## src/rtl/fpu_add_pkg.sv

```systemverilog
// Shared types and constants for the FP32 adder back end.
// Rounding-mode encodings, FSM states and the overflow result-select helper.
package fpu_add_pkg;

  localparam int             FRAC_W     = 27;
  localparam int             EXP_W      = 8;
  localparam int             BIAS       = 127;
  localparam logic [7:0]     EXP_MAX    = 8'hFF;
  localparam logic [30:0]    MAX_FINITE = 31'h7F7FFFFF;

  typedef enum logic [2:0] {
    RNE = 3'b000,
    RTZ = 3'b001,
    RDN = 3'b010,
    RUP = 3'b011,
    RMM = 3'b100
  } rm_t;

  typedef enum logic [1:0] {
    IDLE  = 2'd0,
    NORM  = 2'd1,
    ROUND = 2'd2,
    DONE  = 2'd3
  } state_t;

  // Overflow saturates to infinity unless the mode rounds toward zero for this sign.
  function automatic logic ovf_to_inf(input logic [2:0] frm, input logic sign);
    logic to_inf;
    case (frm)
      RTZ:     to_inf = 1'b0;
      RDN:     to_inf = sign;
      RUP:     to_inf = ~sign;
      default: to_inf = 1'b1;
    endcase
    return to_inf;
  endfunction

endpackage

```

## src/rtl/fp_add_round.sv

```systemverilog
// Combinational rounding, overflow saturation and IEEE-754 single packing
// for a normalized (or subnormal) fraction.
module fp_add_round
  import fpu_add_pkg::*;
(
  input  logic              sign,
  input  logic signed [9:0] exp,
  input  logic [25:0]       frac,
  input  logic [2:0]        frm,
  output logic [31:0]       result,
  output logic              overflow,
  output logic              underflow,
  output logic              inexact
);

  logic              guard;
  logic              sticky;
  logic              lsb;
  logic              rnd_inexact;
  logic              inc;
  logic [24:0]       sum;
  logic signed [9:0] exp_fin;
  logic [22:0]       mant;

  always_comb begin
    guard       = frac[1];
    sticky      = frac[0];
    lsb         = frac[2];
    rnd_inexact = guard | sticky;

    case (frm)
      RTZ:     inc = 1'b0;
      RDN:     inc = rnd_inexact & sign;
      RUP:     inc = rnd_inexact & ~sign;
      RMM:     inc = guard;
      default: inc = guard & (sticky | lsb);
    endcase

    sum = {1'b0, frac[25:2]} + {24'd0, inc};

    // Carry-out of the significand renormalizes by bumping the exponent;
    // a subnormal that reaches bit 23 becomes the smallest normal.
    if (sum[24]) begin
      exp_fin = exp + 10'sd1;
      mant    = 23'd0;
    end else if (sum[23]) begin
      exp_fin = frac[25] ? exp : 10'sd1;
      mant    = sum[22:0];
    end else begin
      exp_fin = 10'sd0;
      mant    = sum[22:0];
    end

    overflow = (exp_fin >= 10'sd255);

    if (overflow) begin
      result = ovf_to_inf(frm, sign) ? {sign, EXP_MAX, 23'd0} : {sign, MAX_FINITE};
    end else begin
      result = {sign, exp_fin[7:0], mant};
    end

    inexact   = rnd_inexact | overflow;
    underflow = ~overflow & (exp_fin == 10'sd0) & rnd_inexact;
  end

endmodule

```

## src/rtl/fp_add_normalize_pack.sv

```systemverilog
// FP32 adder back end: iterative normalization of the raw sum, rounding and
// packing, with valid/ready handshakes on input and output.
module fp_add_normalize_pack
  import fpu_add_pkg::*;
#(
  parameter int NORM_STEP = 1
) (
  input  logic              CLK,
  input  logic              RST,
  input  logic              in_valid,
  output logic              in_ready,
  input  logic              sign_in,
  input  logic [EXP_W-1:0]  exp_in,
  input  logic [FRAC_W-1:0] frac_in,
  input  logic [2:0]        frm_in,
  output logic              out_valid,
  input  logic              out_ready,
  output logic [31:0]       floating_point_out,
  output logic [2:0]        frm_out,
  output logic              flag_overflow,
  output logic              flag_underflow,
  output logic              flag_inexact
);

  localparam logic signed [9:0] STEP_LIM = 10'(NORM_STEP);

  state_t              state_reg,  state_next;
  logic                sign_reg,   sign_next;
  logic signed [9:0]   exp_reg,    exp_next;
  logic [FRAC_W-1:0]   frac_reg,   frac_next;
  logic [2:0]          frm_reg,    frm_next;
  logic [31:0]         result_reg, result_next;
  logic                ovf_reg,    ovf_next;
  logic                unf_reg,    unf_next;
  logic                inx_reg,    inx_next;

  logic [4:0]          lzc;
  logic signed [9:0]   shift_amt;
  logic [FRAC_W-1:0]   norm_frac;
  logic signed [9:0]   norm_exp;

  logic [31:0]         rnd_result;
  logic                rnd_ovf;
  logic                rnd_unf;
  logic                rnd_inx;

  // Leading zeros measured from the hidden-bit position downward.
  always_comb begin
    lzc = 5'd26;
    for (int i = 0; i < 26; i++) begin
      if (frac_reg[i]) lzc = 5'(25 - i);
    end
  end

  // Left shift never exceeds the step size nor pushes the exponent below 1.
  always_comb begin
    shift_amt = $signed({5'd0, lzc});
    if (shift_amt > STEP_LIM) shift_amt = STEP_LIM;
    if (shift_amt > exp_reg - 10'sd1) shift_amt = exp_reg - 10'sd1;
    norm_frac = frac_reg << shift_amt[4:0];
    norm_exp  = exp_reg - shift_amt;
  end

  fp_add_round u_round (
    .sign      (sign_reg),
    .exp       (exp_reg),
    .frac      (frac_reg[25:0]),
    .frm       (frm_reg),
    .result    (rnd_result),
    .overflow  (rnd_ovf),
    .underflow (rnd_unf),
    .inexact   (rnd_inx)
  );

  always_ff @(posedge CLK) begin
    if (RST) begin
      state_reg  <= IDLE;
      sign_reg   <= 1'b0;
      exp_reg    <= 10'sd0;
      frac_reg   <= '0;
      frm_reg    <= 3'd0;
      result_reg <= 32'd0;
      ovf_reg    <= 1'b0;
      unf_reg    <= 1'b0;
      inx_reg    <= 1'b0;
    end else begin
      state_reg  <= state_next;
      sign_reg   <= sign_next;
      exp_reg    <= exp_next;
      frac_reg   <= frac_next;
      frm_reg    <= frm_next;
      result_reg <= result_next;
      ovf_reg    <= ovf_next;
      unf_reg    <= unf_next;
      inx_reg    <= inx_next;
    end
  end

  always_comb begin
    state_next  = state_reg;
    sign_next   = sign_reg;
    exp_next    = exp_reg;
    frac_next   = frac_reg;
    frm_next    = frm_reg;
    result_next = result_reg;
    ovf_next    = ovf_reg;
    unf_next    = unf_reg;
    inx_next    = inx_reg;

    case (state_reg)
      IDLE: begin
        if (in_valid) begin
          sign_next = sign_in;
          exp_next  = $signed({2'b00, exp_in});
          frac_next = frac_in;
          frm_next  = frm_in;
          if (exp_in == EXP_MAX) begin
            result_next = {sign_in, EXP_MAX, frac_in[24:2]};
            ovf_next    = 1'b0;
            unf_next    = 1'b0;
            inx_next    = 1'b0;
            state_next  = DONE;
          end else if (frac_in == '0) begin
            result_next = {(frm_in == RDN), 31'd0};
            ovf_next    = 1'b0;
            unf_next    = 1'b0;
            inx_next    = 1'b0;
            state_next  = DONE;
          end else begin
            state_next  = NORM;
          end
        end
      end

      NORM: begin
        if (frac_reg[26]) begin
          frac_next  = {1'b0, frac_reg[26:2], frac_reg[1] | frac_reg[0]};
          exp_next   = exp_reg + 10'sd1;
          state_next = ROUND;
        end else if (!frac_reg[25] && (exp_reg > 10'sd1)) begin
          frac_next = norm_frac;
          exp_next  = norm_exp;
          // Leave as soon as this shift completes normalization.
          if (norm_frac[25] || (norm_exp <= 10'sd1)) state_next = ROUND;
        end else begin
          state_next = ROUND;
        end
      end

      ROUND: begin
        result_next = rnd_result;
        ovf_next    = rnd_ovf;
        unf_next    = rnd_unf;
        inx_next    = rnd_inx;
        state_next  = DONE;
      end

      DONE: begin
        if (out_ready) state_next = IDLE;
      end

      default: state_next = IDLE;
    endcase
  end

  assign in_ready           = (state_reg == IDLE);
  assign out_valid          = (state_reg == DONE);
  assign floating_point_out = result_reg;
  assign frm_out            = frm_reg;
  assign flag_overflow      = ovf_reg;
  assign flag_underflow     = unf_reg;
  assign flag_inexact       = inx_reg;

endmodule
```

## config.mk

```make
export PLATFORM = sky130hd
export DESIGN_NAME = fp_add_normalize_pack
export DESIGN_NICKNAME = d
export VERILOG_FILES = /design/src/rtl/fpu_add_pkg.sv /design/src/rtl/fp_add_round.sv /design/src/rtl/fp_add_normalize_pack.sv
export SDC_FILE = /design/constraint.sdc
export NUM_CORES = 1
export LEC_CHECK = 0
export ABC_CLOCK_PERIOD_IN_PS = 11000
export CELL_PAD_IN_SITES_DETAIL_PLACEMENT = 1
export CELL_PAD_IN_SITES_GLOBAL_PLACEMENT = 1
export CORE_UTILIZATION = 25
export DETAILED_ROUTE_END_ITERATION = 16
export PLACE_DENSITY = 0.53
export SLEW_MARGIN = 20
export SYNTH_ARGS = -nofsm -noshare
export SYNTH_HDL_FRONTEND = slang
export SYNTH_HIERARCHICAL = 1
export SYNTH_SLANG_ARGS = --single-unit
export TNS_END_PERCENT = 5
```

## constraint.sdc

```tcl
create_clock -name CLK -period 11 [get_ports CLK]
set_clock_uncertainty 0.05 [all_clocks]
set_input_delay 2.75 -clock CLK [delete_from_list [all_inputs] [get_ports CLK]]
set_output_delay 2.75 -clock CLK [all_outputs]
set_load 0.01 [all_outputs]
```

== Yosys cells after proc, flatten, opt, wreduce, memory -nomap -nowiden ==
Index checks and enable logic that the tools add are counted.

* Bits in registers: 78
* Output and inout bits: 40
* ROM bits: 0
* RAM bits: 0
* Memories kept: 0
* Latch bits: 0
* Word-level logic and storage cells: 120
* Input port bits: 43

* Muxes and demuxes: 63
* Bitwise logic cells: 10
* Shifts and indexed selects: 1
* Reduce and logical (&&, ||, !) cells: 13
* Divide/modulo/power cells: 0
* Equal/unequal tests: 14
* $mul: 0
* Magnitude comparators: 5
* Add/subtract/negate cells: 4

{| class="wikitable"
|+ Operators by type and width
! operator !! number
|-
| 2-to-1 mux 5 bit || 26
|-
| 2-to-1 mux 32 bit || 3
|-
| 2-to-1 mux 27 bit || 3
|-
| 2-to-1 mux 10 bit || 7
|-
| case mux 32 bit (2 select lines) || 1
|-
| case mux 27 bit (2 select lines) || 1
|-
| 2-to-1 mux 31 bit || 1
|-
| logical NOT 27 bit || 1
|-
| << shifter 27 x 5 -> 27 bit || 1
|-
| adder 24 x 1 -> 25 bit || 1
|-
| 2-to-1 mux 24 bit || 1
|-
| 2-to-1 mux 23 bit || 1
|-
| case mux 10 bit (2 select lines) || 1
|-
| 2-to-1 mux 2 bit || 8
|-
| adder 10 x 2 -> 10 bit (second input constant) || 1
|-
| greater-or-equal comparator 10 x 9 -> 1 bit (second input constant) || 1
|-
| greater-than comparator 10 bit || 1
|-
| greater-than comparator 10 x 2 -> 1 bit (second input constant) || 1
|-
| <= comparator 10 x 2 -> 1 bit (second input constant) || 1
|-
| logical NOT 10 bit || 1
|-
| subtractor 10 bit || 1
|-
| subtractor 10 x 2 -> 10 bit (second input constant) || 1
|-
| == test 3 x 2 -> 1 bit (second input constant) || 3
|-
| AND reduction 3 bit || 3
|-
| 25 further kinds || 40
|}

== Logic depth before layout (Yosys ltp) ==
Gate-level depths: netlist (run 1).

* Depth in word-level cells: 37
* Depth in mapped cells: 27
* Gate-level depth less buffers: 23

== By module ==
The synthesis (run 1) kept the hierarchy.

{| class="wikitable"
|+ Modules (own cells, without submodules)
! module !! cells an instance !! area an instance (um2) !! sequential area each (um2) !! times used
|-
| fp_add_normalize_pack || 929 || 6530.0 || 1561.5 || 1
|-
| fp_add_round || 236 || 1605.3 || 0.0 || 1
|}

== Worst setup path before layout (run 1) ==
No wires, ideal clock.

* Kind: reg2reg
* Start: register exp_reg[0]
* End: register state_reg[1]
* Period minus slack after synthesis: 5583 ps
* Data arrival time: 5410 ps
* Required time: 10827 ps
* Slack: 5417 ps
* Cell stages (with the launch flop): 28
* Setup time: 123 ps
* Path buffers: 4
* Cells stage by stage: dfxtp_1 -> clkbuf_1 -> inv_1 -> ha_1 -> clkbuf_1 -> nand2_1 -> xor2_1 -> ha_1 -> nand3_1 -> o21bai_1 -> a31o_2 -> o21ai_2 -> a21o_1 -> buf_2 -> inv_2 -> buf_2 -> ha_1 -> fa_1 -> nor2b_1 -> o31a_1 -> nor2_1 -> xor2_1 -> a211oi_1 -> a21oi_1 -> nor4_1 -> a31oi_1 -> a311oi_2 -> mux2_1

* Word-level cells in the longest chain between the ends: 8
* Elaborated cells between the ends (all ways): 14
* Those cells by class: 2 x add/sub; 3 x order compare; 1 x eq/ne; 1 x shift; 4 x mux; 3 x reduce/logical

{| class="wikitable"
|+ Ends and longest elaborated chain
! what !! line !! RTL
|-
| start, declared || fp_add_normalize_pack.sv:29 || <nowiki>logic signed [9:0] exp_reg, exp_next;</nowiki>
|-
| start signal, assigned || fp_add_normalize_pack.sv:89 || <nowiki>exp_reg <= exp_next;</nowiki>
|-
| subtractor 10 x 2 -> 10 bit || fp_add_normalize_pack.sv:59 || <nowiki>if (shift_amt > exp_reg - 10'sd1) shift_amt = exp_reg - 10'sd1;</nowiki>
|-
| greater-than comparator 10 bit || fp_add_normalize_pack.sv:59 ||
|-
| 2-to-1 mux 10 bit || fp_add_normalize_pack.sv:59 ||
|-
| subtractor 10 bit || fp_add_normalize_pack.sv:61 || <nowiki>norm_exp = exp_reg - shift_amt;</nowiki>
|-
| <= comparator 10 x 2 -> 1 bit || fp_add_normalize_pack.sv:144 || <nowiki>if (norm_frac[25] || (norm_exp <= 10'sd1)) state_next = ROUND;</nowiki>
|-
| logical OR 1 bit || fp_add_normalize_pack.sv:144 ||
|-
| inequality test 4 bit (no source line) || - ||
|-
| AND reduction 3 bit (no source line) || - ||
|-
| end signal, assigned || fp_add_normalize_pack.sv:87 || <nowiki>state_reg <= state_next;</nowiki>
|-
| end, declared || fp_add_normalize_pack.sv:27 || <nowiki>state_t state_reg, state_next;</nowiki>
|}

Several ways; a longest one is shown, not always the timed one.
A chain may end at the register's enable or synchronous reset.

== Final worst setup path (run 1) ==
* Start: register exp_reg[1]
* End: register state_reg[1]

The elaborated chain is that of the path after synthesis.

==> results.cfg, run 1 <==
[min_path]
min_delay_path_depth = 2
min_from = flag_inexact$_SDFFE_PP0P_
hold_path_class = flop to flop
holdPathEnd = flag_inexact$_SDFFE_PP0P_

[route]
wl_per_cell_um = 22.78
drc_errors = 0
drtIter0Drc = 774
vias = 9389
firstDrtPassIters = 5
wirelength_um = 37110
viasPerCell = 5.764
drtAntennaViolNets = 0

[cells_and_area]
nets = 1256
syn_to_final_growth_pct = 18.23
largest_reg_flops = 32
drive_above_1_share_pct = 8.208
n_antenna_cell = 0

[logic_synthesis]
synth_flop_cell = dfxtp_1
syn-instance-count = 1165
synth-seq-cells = 78
synth_compound_area_share_pct = 34.68
synth_top_area_share_pct = 19.19
synthMuxAreaShare_pct = 4.137
synthesis.area_um2 = 8135
synthXorXnorAreaFrac_pct = 4.414
synthTopCellsByArea = dfxtp_1 19%, a21oi_1 6.6%, nor2_1 6.5%
synth-edff-count = 0
ys_types = 94
yosys.area.top_type = dfxtp_1
yosys.area_share.adder_pct = 3.630
ys_async_sr_fraction_pct = 0
synthSimpleGateAreaFrac_pct = 27.13
synth-seq-area-share_pct = 19.19
netlist_top_cells_count = 140 x nor2_1, 137 x nand2_1, 108 x a21oi_1
yosysMostFrequentCell = nor2_1
synth_area_per_cell_um2 = 6.983
synth_warnings = 6
synth_top_family_by_area = compound AO/OA/AOI/OAI gates

[global_route]
first_global_vias = 9197
antenna_found_initial = 0
grt-ovfl-total = 0
grt_pass1_wl_um = 56690
grt_util_all_layers_pct = 22.12
grt_max_degree = 67

[floorplan]
die_y_um = 182.4
dieArea_um2 = 33270
ios = 83
start_util_pct = 25.58
fp.dieW_um = 182.4
rows = 65
core_um2 = 31800

[sta]
max_slew_margin_pct = 31.90
fin_setup_tns_ns = 0
post-route-period-util_pct = 61.19
drv_slew = 0
worstMarginPinSlew_ns = 1.022
hold_violations = 0
finalSetupViolations = 0
post-route-min-period_ns = 6.731
max_freq_mhz = 148.6
rsz0062_at_grt = no

[status]
status = finished clean

[cts]
clock-sinks = 78
clk_latency_ns = 0.35
htree_levels = 3
clockBufferDepth = 2
cts_resized = 0
post_cts_buffers = 0
cts_buffers = 9
root_buffer = clkbuf_16
hold_buffers = 0
path_clk_slew_ns = 0.06
cts_tree = built

[critical_path]
crit_arrival_ns = 6.92
startpoint_type = flop
r2r_cells = 24
timing.rr.end = state_reg[1]$_SDFFE_PP0P_
crit_path_cell_trace = inv_1, ha_1, nand2_1, xor2_1, ha_1, nand3_1, o21bai_1, a31o_2, o21ai_2, buf_4, a21o_1, inv_2, ha_1, fa_1, nor2b_1, o31a_1, nor2_1, xor2_1, a211oi_1, a21oi_1, nor4_1, a31oi_1, a311oi_2, mux2_1
end_kind = flop
cp_max_fo = 23
cpPeakStageDelay_ns = 0.75
timing.critical_path.mode_cell = ha_1
slowest_stage = dfxtp_1
crit_required_ns = 11.19
r2r-start = exp_reg[1]$_SDFFE_PP0P_
reg2reg_setup_slack_ns = 4.27
crit_type = flop to flop

[run]
drv_cap = 0

[place]
port_buffers = 82
dpl.hpwl_um = 27420
gp_congestion = 0.9296
## cells by family after synthesis
family,after synthesis
mux,33
simple gates,466
other cells,1
fa+ha+maj,23
compound gates,393
buf+inv,130
flops,78
xor+xnor,41
## cell usage in the layout (no fill, tap or decap), types with 5 or more instances in the layout
master           count
nor2_1             139
nand2_1            137
a21oi_1            107
clkdlybuf4s50_1     81
dfxtp_1             77
a211oi_1            60
nand3_1             42
nor3_1              38
o21ai_0             36
buf_4               31
mux2i_1             28
inv_1               24
o211ai_1            22
xor2_1              21
xnor2_1             20
ha_1                20
nand4_1             16
nor2b_1             15
nor4_1              15
a31oi_1             14
o22ai_1             14
and3_1              12
a221oi_1            11
o22ai_2             10
a21o_1               9
nand2b_1             9
clkbuf_16            9
o31ai_1              6
or3_1                6
o2111ai_1            6
nand3b_1             6
a22o_1               6
and2_1               5
a22oi_1              5
a221o_1              5
## cell type report
cell class	count	area, um^2
sequential	78	1563
clock buffer	11	232.7
inverter	28	105.1
multi-input combinational	960	6052
tap	435	544.3
timing repair buffer	113	1049
fill	3892	22180
clock inverter	4	72.57
## worst max-delay path, delay by kind of cell, from the launching register on
family	cells	cell delay, ns
adders and majority gates	4	1.25
AOI/OAI and AO/OA	9	2.26
and+or+nand+nor	5	0.74
muxes	1	0.36
DFF	1	0.75
xor gates and xnor gates	2	0.44
buffers and inverters	3	0.74
## through the flow
step | cell area (um^2) | hold WS (ns) | cells | setup WS [ns] | util, %
after floorplan | 8147 | 0.4000 | 1168 | 5.417 | -
after global placement | 9308 | 0.4100 | 1614 | 4.590 | 29.27
after detailed placement | 9308 | 0.4162 | 1614 | 4.323 | 29.27
after CTS | 9613 | 0.4303 | 1629 | 4.309 | 30.23
after global routing | 9618 | 0.4526 | 1629 | 3.701 | 30.25
final | 9618 | 0.4253 | 1629 | 4.269 | 30.25
## metal layers
layer	share of wire (%)	track usage, %	vias up
met5	0	0	-
met3	5.8	3.113	63
met2	45	35.07	318
met1	46	30.68	4623
li1	-	-	4385
met4	2.7	7.126	0
## how the worst max path moves through the flow
stage                     slack [ns]                     from                         to  cells after the start
final                           4.27  exp_reg[1]$_SDFFE_PP0P_  state_reg[1]$_SDFFE_PP0P_                     24
after global routing            3.70  exp_reg[1]$_SDFFE_PP0P_  state_reg[1]$_SDFFE_PP0P_                     24
after CTS                       4.31  exp_reg[1]$_SDFFE_PP0P_  state_reg[1]$_SDFFE_PP0P_                     24
after detailed placement        4.32  exp_reg[1]$_SDFFE_PP0P_  state_reg[1]$_SDFFE_PP0P_                     24
after global placement          4.59  exp_reg[1]$_SDFFE_PP0P_  state_reg[1]$_SDFFE_PP0P_                     22
after floorplan                 5.42  exp_reg[0]$_SDFFE_PP0P_  state_reg[1]$_SDFFE_PP0P_                     27
Power of run 1 is left out: the tool's default activity adds up to more than one toggle a clock period on the data nets, which glitch-free logic cannot reach.
==> inputs of run 2 (changes only) <==
--- a/config.mk
+++ b/config.mk
@@ -5,7 +5,7 @@
 export SDC_FILE = /design/constraint.sdc
 export NUM_CORES = 1
 export LEC_CHECK = 0
-export ABC_CLOCK_PERIOD_IN_PS = 11000
+export ABC_CLOCK_PERIOD_IN_PS = 6500
 export CELL_PAD_IN_SITES_DETAIL_PLACEMENT = 1
 export CELL_PAD_IN_SITES_GLOBAL_PLACEMENT = 1
 export CORE_UTILIZATION = 25
==> constraint.sdc (replaced) <==
create_clock -name CLK -period 6.5 [get_ports CLK]
set_clock_uncertainty 0.05 [all_clocks]
set_input_delay 1.625 -clock CLK [delete_from_list [all_inputs] [get_ports CLK]]
set_output_delay 1.625 -clock CLK [all_outputs]
set_load 0.01 [all_outputs]
==> run 2 against run 1 <==
Worst setup slack lost 3.5 ns. Cell area grew 0.26%. Die area is the same. Hold slack gained 0.0053 ns. Global-route usage grew 0.58 points. Critical path depth is the same. Highest routed layer unchanged.
==> results.cfg, run 2 (synthesis results as in run 1) <==
[critical_path]
critical-path-top-delay-family = compound AO/OA/AOI/OAI gates
reg2reg_setup_slack_ns = 0.76
crit_type = flop to flop
startpoint_type = flop
crit_required_ns = 6.69
crit_start = exp_reg[1]$_SDFFE_PP0P_
crit_arrival_ns = 5.93
timing.rr.end = state_reg[1]$_SDFFE_PP0P_
slowest_stage = fa_1
cpPeakStageDelay_ns = 0.41
crit_buf_inv = 4
path_depth = 24
crit_end = state_reg[1]$_SDFFE_PP0P_
r2r_cells = 24
timing.critical_path.mode_cell = ha_1
crit_path_cell_trace = inv_1, ha_1, xor2_1, inv_1, ha_1, nand3_1, o21bai_1, a31o_2, o211a_4, a21o_1, buf_4, inv_2, ha_1, fa_1, nor2b_1, o31a_1, nor2_1, xor2_1, a211oi_1, a21oi_1, nor4_1, a31oi_1, a311oi_2, mux2_1
cp_max_fo = 17
r2r-start = exp_reg[1]$_SDFFE_PP0P_
end_kind = flop

[sta]
max_freq_mhz = 174.1
setup_slack_ns = 0.7557
post-route-min-period_ns = 5.744
hold_violations = 0
worstMarginPinSlew_ns = 1.109
finalSetupViolations = 0
post-route-period-util_pct = 88.37
fin_setup_tns_ns = 0
rsz0062_at_grt = no
drv_slew = 0
max_slew_margin_pct = 25.29

[floorplan]
fp.dieW_um = 182.4
rows = 65
dieArea_um2 = 33270
start_util_pct = 25.58
core_um2 = 31800
die_y_um = 182.4
ios = 83

[route]
vias = 9346
drc_errors = 0
viasPerCell = 5.709
drtAntennaViolNets = 0
wirelength_um = 37650
drtIter0Drc = 811
firstDrtPassIters = 6
wl_per_cell_um = 23.00

[place]
dp_slack_ns = 0.7720
gp_congestion = 0.9018
dpl.hpwl_um = 27820
port_buffers = 82

[cells_and_area]
syn_to_final_growth_pct = 18.53
final_cell_mix = 139 x nor2_1, 137 x nand2_1, 107 x a21oi_1
largest_reg_flops = 32
n_fill_cell = 3917
multiInputGateArea_um2 = 6047
n_antenna_cell = 0
drive_above_1_share_pct = 8.985
nets = 1263
final_common_cell = nor2_1
seqCellArea_um2 = 1563
final_util_pct = 30.32

[cts]
clockBufferDepth = 2
post_cts_buffers = 0
cts_tree = built
path_clk_slew_ns = 0.07
cts_buffers = 9
clk_latency_ns = 0.36
root_buffer = clkbuf_16
hold_buffers = 0
clock-sinks = 78
cts_resized = 0
htree_levels = 3

[status]
status = finished clean

[min_path]
hold_path_class = flop to flop

[global_route]
grt_max_degree = 61
grt_busiest_layer = met2
grt-ovfl-total = 0
grt_util_all_layers_pct = 22.71
antenna_found_initial = 0
grt_pass1_wl_um = 58080
met3_usage_pct = 2.514
grt_use_met2_pct = 37.64
first_global_vias = 9270
grtUsageMet1_pct = 31.33

[run]
drv_cap = 0
run 2: layout make-up:
| type | count | share of cell area [%] |
|---|---|---|
| flip-flops and latches | 78 | 16.21 |
| repair buffers | 120 | 11.42 |
| well taps | 435 | 5.644 |
| clock buffers | 9 | 2.336 |
| multi-input cells | 960 | 62.71 |
| clock inverters | 7 | 0.5969 |
| inverters | 28 | 1.090 |
run 2: metal layers:
| metal | wire length [um] | part of all wire (%) |
|---|---|---|
| met1 | 17830 | 47 |
| met2 | 17540 | 47 |
| met4 | 634 | 1.7 |
| met5 | 0 | 0 |
| met3 | 1638 | 4.4 |
run 2: metrics by stage:
stage,hold WS (ns),area [um^2],std cells
5_1_grt,0.4575,9643,1637
4_1_cts,0.4353,9643,1637
3_5_place_dp,0.4234,9360,1621
2_1_floorplan,0.4000,8147,1168
6_report,0.4306,9643,1637
3_3_place_gp,0.4118,9360,1621
run 2: how the worst min path moves through the flow:
| stage | from | endpoint | slack (ns) | cells after the start |
|---|---|---|---|---|
| 2_1_floorplan | sign_reg$_SDFFE_PP0P_ | sign_reg$_SDFFE_PP0P_ | 0.40 | 2 |
| 3_3_place_gp | flag_underflow$_SDFFE_PP0P_ | flag_underflow$_SDFFE_PP0P_ | 0.41 | 2 |
| 3_5_place_dp | flag_inexact$_SDFFE_PP0P_ | flag_inexact$_SDFFE_PP0P_ | 0.42 | 2 |
| 4_1_cts | flag_inexact$_SDFFE_PP0P_ | flag_inexact$_SDFFE_PP0P_ | 0.44 | 2 |
| 5_1_grt | flag_overflow$_SDFFE_PP0P_ | flag_overflow$_SDFFE_PP0P_ | 0.46 | 2 |
| 6_report | flag_overflow$_SDFFE_PP0P_ | flag_overflow$_SDFFE_PP0P_ | 0.43 | 2 |
run 2: worst register-to-register path: stages (launching register included):
cell and delay (ns):
dfxtp_1 0.32, inv_1 0.12, ha_1 0.37, xor2_1 0.27, inv_1 0.16, ha_1 0.30, nand3_1 0.08, o21bai_1 0.14
a31o_2 0.22, o211a_4 0.21, a21o_1 0.09, buf_4 0.24, inv_2 0.19, ha_1 0.25, fa_1 0.41, nor2b_1 0.16
o31a_1 0.24, nor2_1 0.08, xor2_1 0.17, a211oi_1 0.23, a21oi_1 0.09, nor4_1 0.29, a31oi_1 0.19, a311oi_2 0.39
mux2_1 0.37
Power of run 2 is left out for the same reason.
==> inputs of run 3 (changes only) <==
--- a/config.mk
+++ b/config.mk
@@ -8,9 +8,9 @@
 export ABC_CLOCK_PERIOD_IN_PS = 6500
 export CELL_PAD_IN_SITES_DETAIL_PLACEMENT = 1
 export CELL_PAD_IN_SITES_GLOBAL_PLACEMENT = 1
-export CORE_UTILIZATION = 25
+export CORE_UTILIZATION = 40
 export DETAILED_ROUTE_END_ITERATION = 16
-export PLACE_DENSITY = 0.53
+export PLACE_DENSITY = 0.78
 export SLEW_MARGIN = 20
 export SYNTH_ARGS = -nofsm -noshare
 export SYNTH_HDL_FRONTEND = slang
==> run 3 against run 2 <==
Worst setup slack got worse by 0.29 ns. Via count grew 2.9%. Sequential share of layout area rose by 0.27 points. Maximum frequency is 4.9% lower. Global-route usage rose by 10 points. Die area fell by 37%. First-iteration DRC count is 7.5% higher. Clock-buffer cell count is the same. Routed wire length fell by 9.3%. Cell area shrank 1.6%. Critical path type unchanged.
==> results.cfg, run 3 (synthesis results as in run 1) <==
[global_route]
first_global_vias = 9199
grt-ovfl-total = 0
grt_util_all_layers_pct = 32.87
grt_max_degree = 72
grt_pass1_wl_um = 52390
antenna_found_initial = 0

[critical_path]
crit_arrival_ns = 6.23
r2r-start = exp_reg[0]$_SDFFE_PP0P_
crit_type = flop to flop
r2r_cells = 21
crit_required_ns = 6.69
cp_max_fo = 59
timing.rr.end = state_reg[1]$_SDFFE_PP0P_
startpoint_type = flop
reg2reg_setup_slack_ns = 0.46
end_kind = flop

[status]
status = finished clean

[cells_and_area]
final_cell_mix = 140 x nor2_1, 137 x nand2_1, 107 x a21oi_1
syn_to_final_growth_pct = 16.59
nets = 1259
multiInputGateArea_um2 = 6045
largest_reg_flops = 32
final_common_cell = nor2_1
drive_above_1_share_pct = 8.598
seqCellArea_um2 = 1563
n_antenna_cell = 0
n_fill_cell = 2516
fin_cells = 1463

[place]
post-place-cells = 1447
port_buffers = 82
dp_slack_ns = 0.6040
gp_congestion = 0.9783
dpl.hpwl_um = 24640

[cts]
clock-sinks = 78
path_clk_slew_ns = 0.07
htree_levels = 3
hold_buffers = 0
root_buffer = clkbuf_16
clk_latency_ns = 0.35
cts_tree = built
cts_resized = 0
post_cts_buffers = 0
clockBufferDepth = 2
cts_buffers = 9

[route]
wirelength_um = 34170
wl_per_cell_um = 23.35
firstDrtPassIters = 5
drtIter0Drc = 872
vias = 9615
viasPerCell = 6.572
drtAntennaViolNets = 0
drc_errors = 0

[sta]
worstMarginPinSlew_ns = 0.9783
hold_violations = 0
finalSetupViolations = 0
post-route-min-period_ns = 6.038
max_slew_margin_pct = 34.09
rsz0062_at_grt = no
fin_setup_tns_ns = 0
drv_slew = 0
max_freq_mhz = 165.6
post-route-period-util_pct = 92.90
setup_slack_ns = 0.4616

[run]
drv_cap = 0

[min_path]
hold_path_class = flop to flop
holdPathEnd = flag_inexact$_SDFFE_PP0P_
min_delay_path_depth = 2
min_from = flag_inexact$_SDFFE_PP0P_

[floorplan]
core_um2 = 19720
rows = 51
start_util_pct = 41.26
fp.dieW_um = 144.6
ios = 83
dieArea_um2 = 20910
die_y_um = 144.6
## run 3: changes by cell type in the layout (fill, tap and decap cells not counted), sizes merged
| cell | previous run | this run |
|---|---|---|
| buf | 39 | 35 |
| bufinv | 0 | 4 |
| clkinv | 2 | 1 |
| clkinvlp | 3 | 1 |
| inv | 30 | 29 |
## run 3: how the worst max path moves through the flow
stage                     slack, ns                   endpoint  cells after the start               startpoint
after detailed placement       0.60  state_reg[1]$_SDFFE_PP0P_                     21  exp_reg[0]$_SDFFE_PP0P_
final                          0.46  state_reg[1]$_SDFFE_PP0P_                     21  exp_reg[0]$_SDFFE_PP0P_
after global placement         0.94  state_reg[1]$_SDFFE_PP0P_                     21  exp_reg[0]$_SDFFE_PP0P_
after floorplan                0.92  state_reg[1]$_SDFFE_PP0P_                     27  exp_reg[0]$_SDFFE_PP0P_
after CTS                      0.55  state_reg[1]$_SDFFE_PP0P_                     21  exp_reg[0]$_SDFFE_PP0P_
after global routing           0.13  state_reg[1]$_SDFFE_PP0P_                     21  exp_reg[0]$_SDFFE_PP0P_
## run 3: cell type report
cell class | instances | share of cell area [%]
clock buffer | 9 | 2.374
clock inverter | 7 | 1.530
inverter | 28 | 1.108
multi-input combinational | 960 | 63.73
sequential | 78 | 16.48
tap | 265 | 3.496
timing repair buffer | 116 | 11.29
## run 3: metal layers
layer / up-vias / routed length (um) / track usage, %
li1: 4384 / - / -
met1: 4656 / 14680 / 44.07
met2: 468 / 15280 / 51.24
met3: 107 / 2590 / 4.801
met4: 0 / 1621 / 16.07
met5: - / 0 / 0
## run 3: per-stage QoR
step / utilization [%] / cell area (um^2) / hold WS [ns]
floorplan: - / 8147 / 0.4000
global placement: 46.23 / 9115 / 0.4120
detailed placement: 46.23 / 9115 / 0.4198
CTS: 48.11 / 9485 / 0.4288
global route: 48.11 / 9485 / 0.4436
finish: 48.11 / 9485 / 0.4259
## run 3: critical path, cell delays in order (launching register included)
cell and delay (ns):
dfxtp_2 0.32, buf_4 0.52, nor3_1 0.16, xor2_1 0.29
inv_1 0.10, ha_1 0.30, nand3_1 0.11, o21bai_1 0.14
a31oi_1 0.14, a21oi_1 0.70, buf_4 0.28, nor2_2 0.05
buf_4 0.18, inv_2 0.10, ha_1 0.27, nor2b_1 0.16
nor3_1 0.57, a21boi_0 0.30, xnor2_1 0.26, a31oi_1 0.14
a311oi_2 0.41, mux2_1 0.36
Power of run 3 is left out for the same reason.
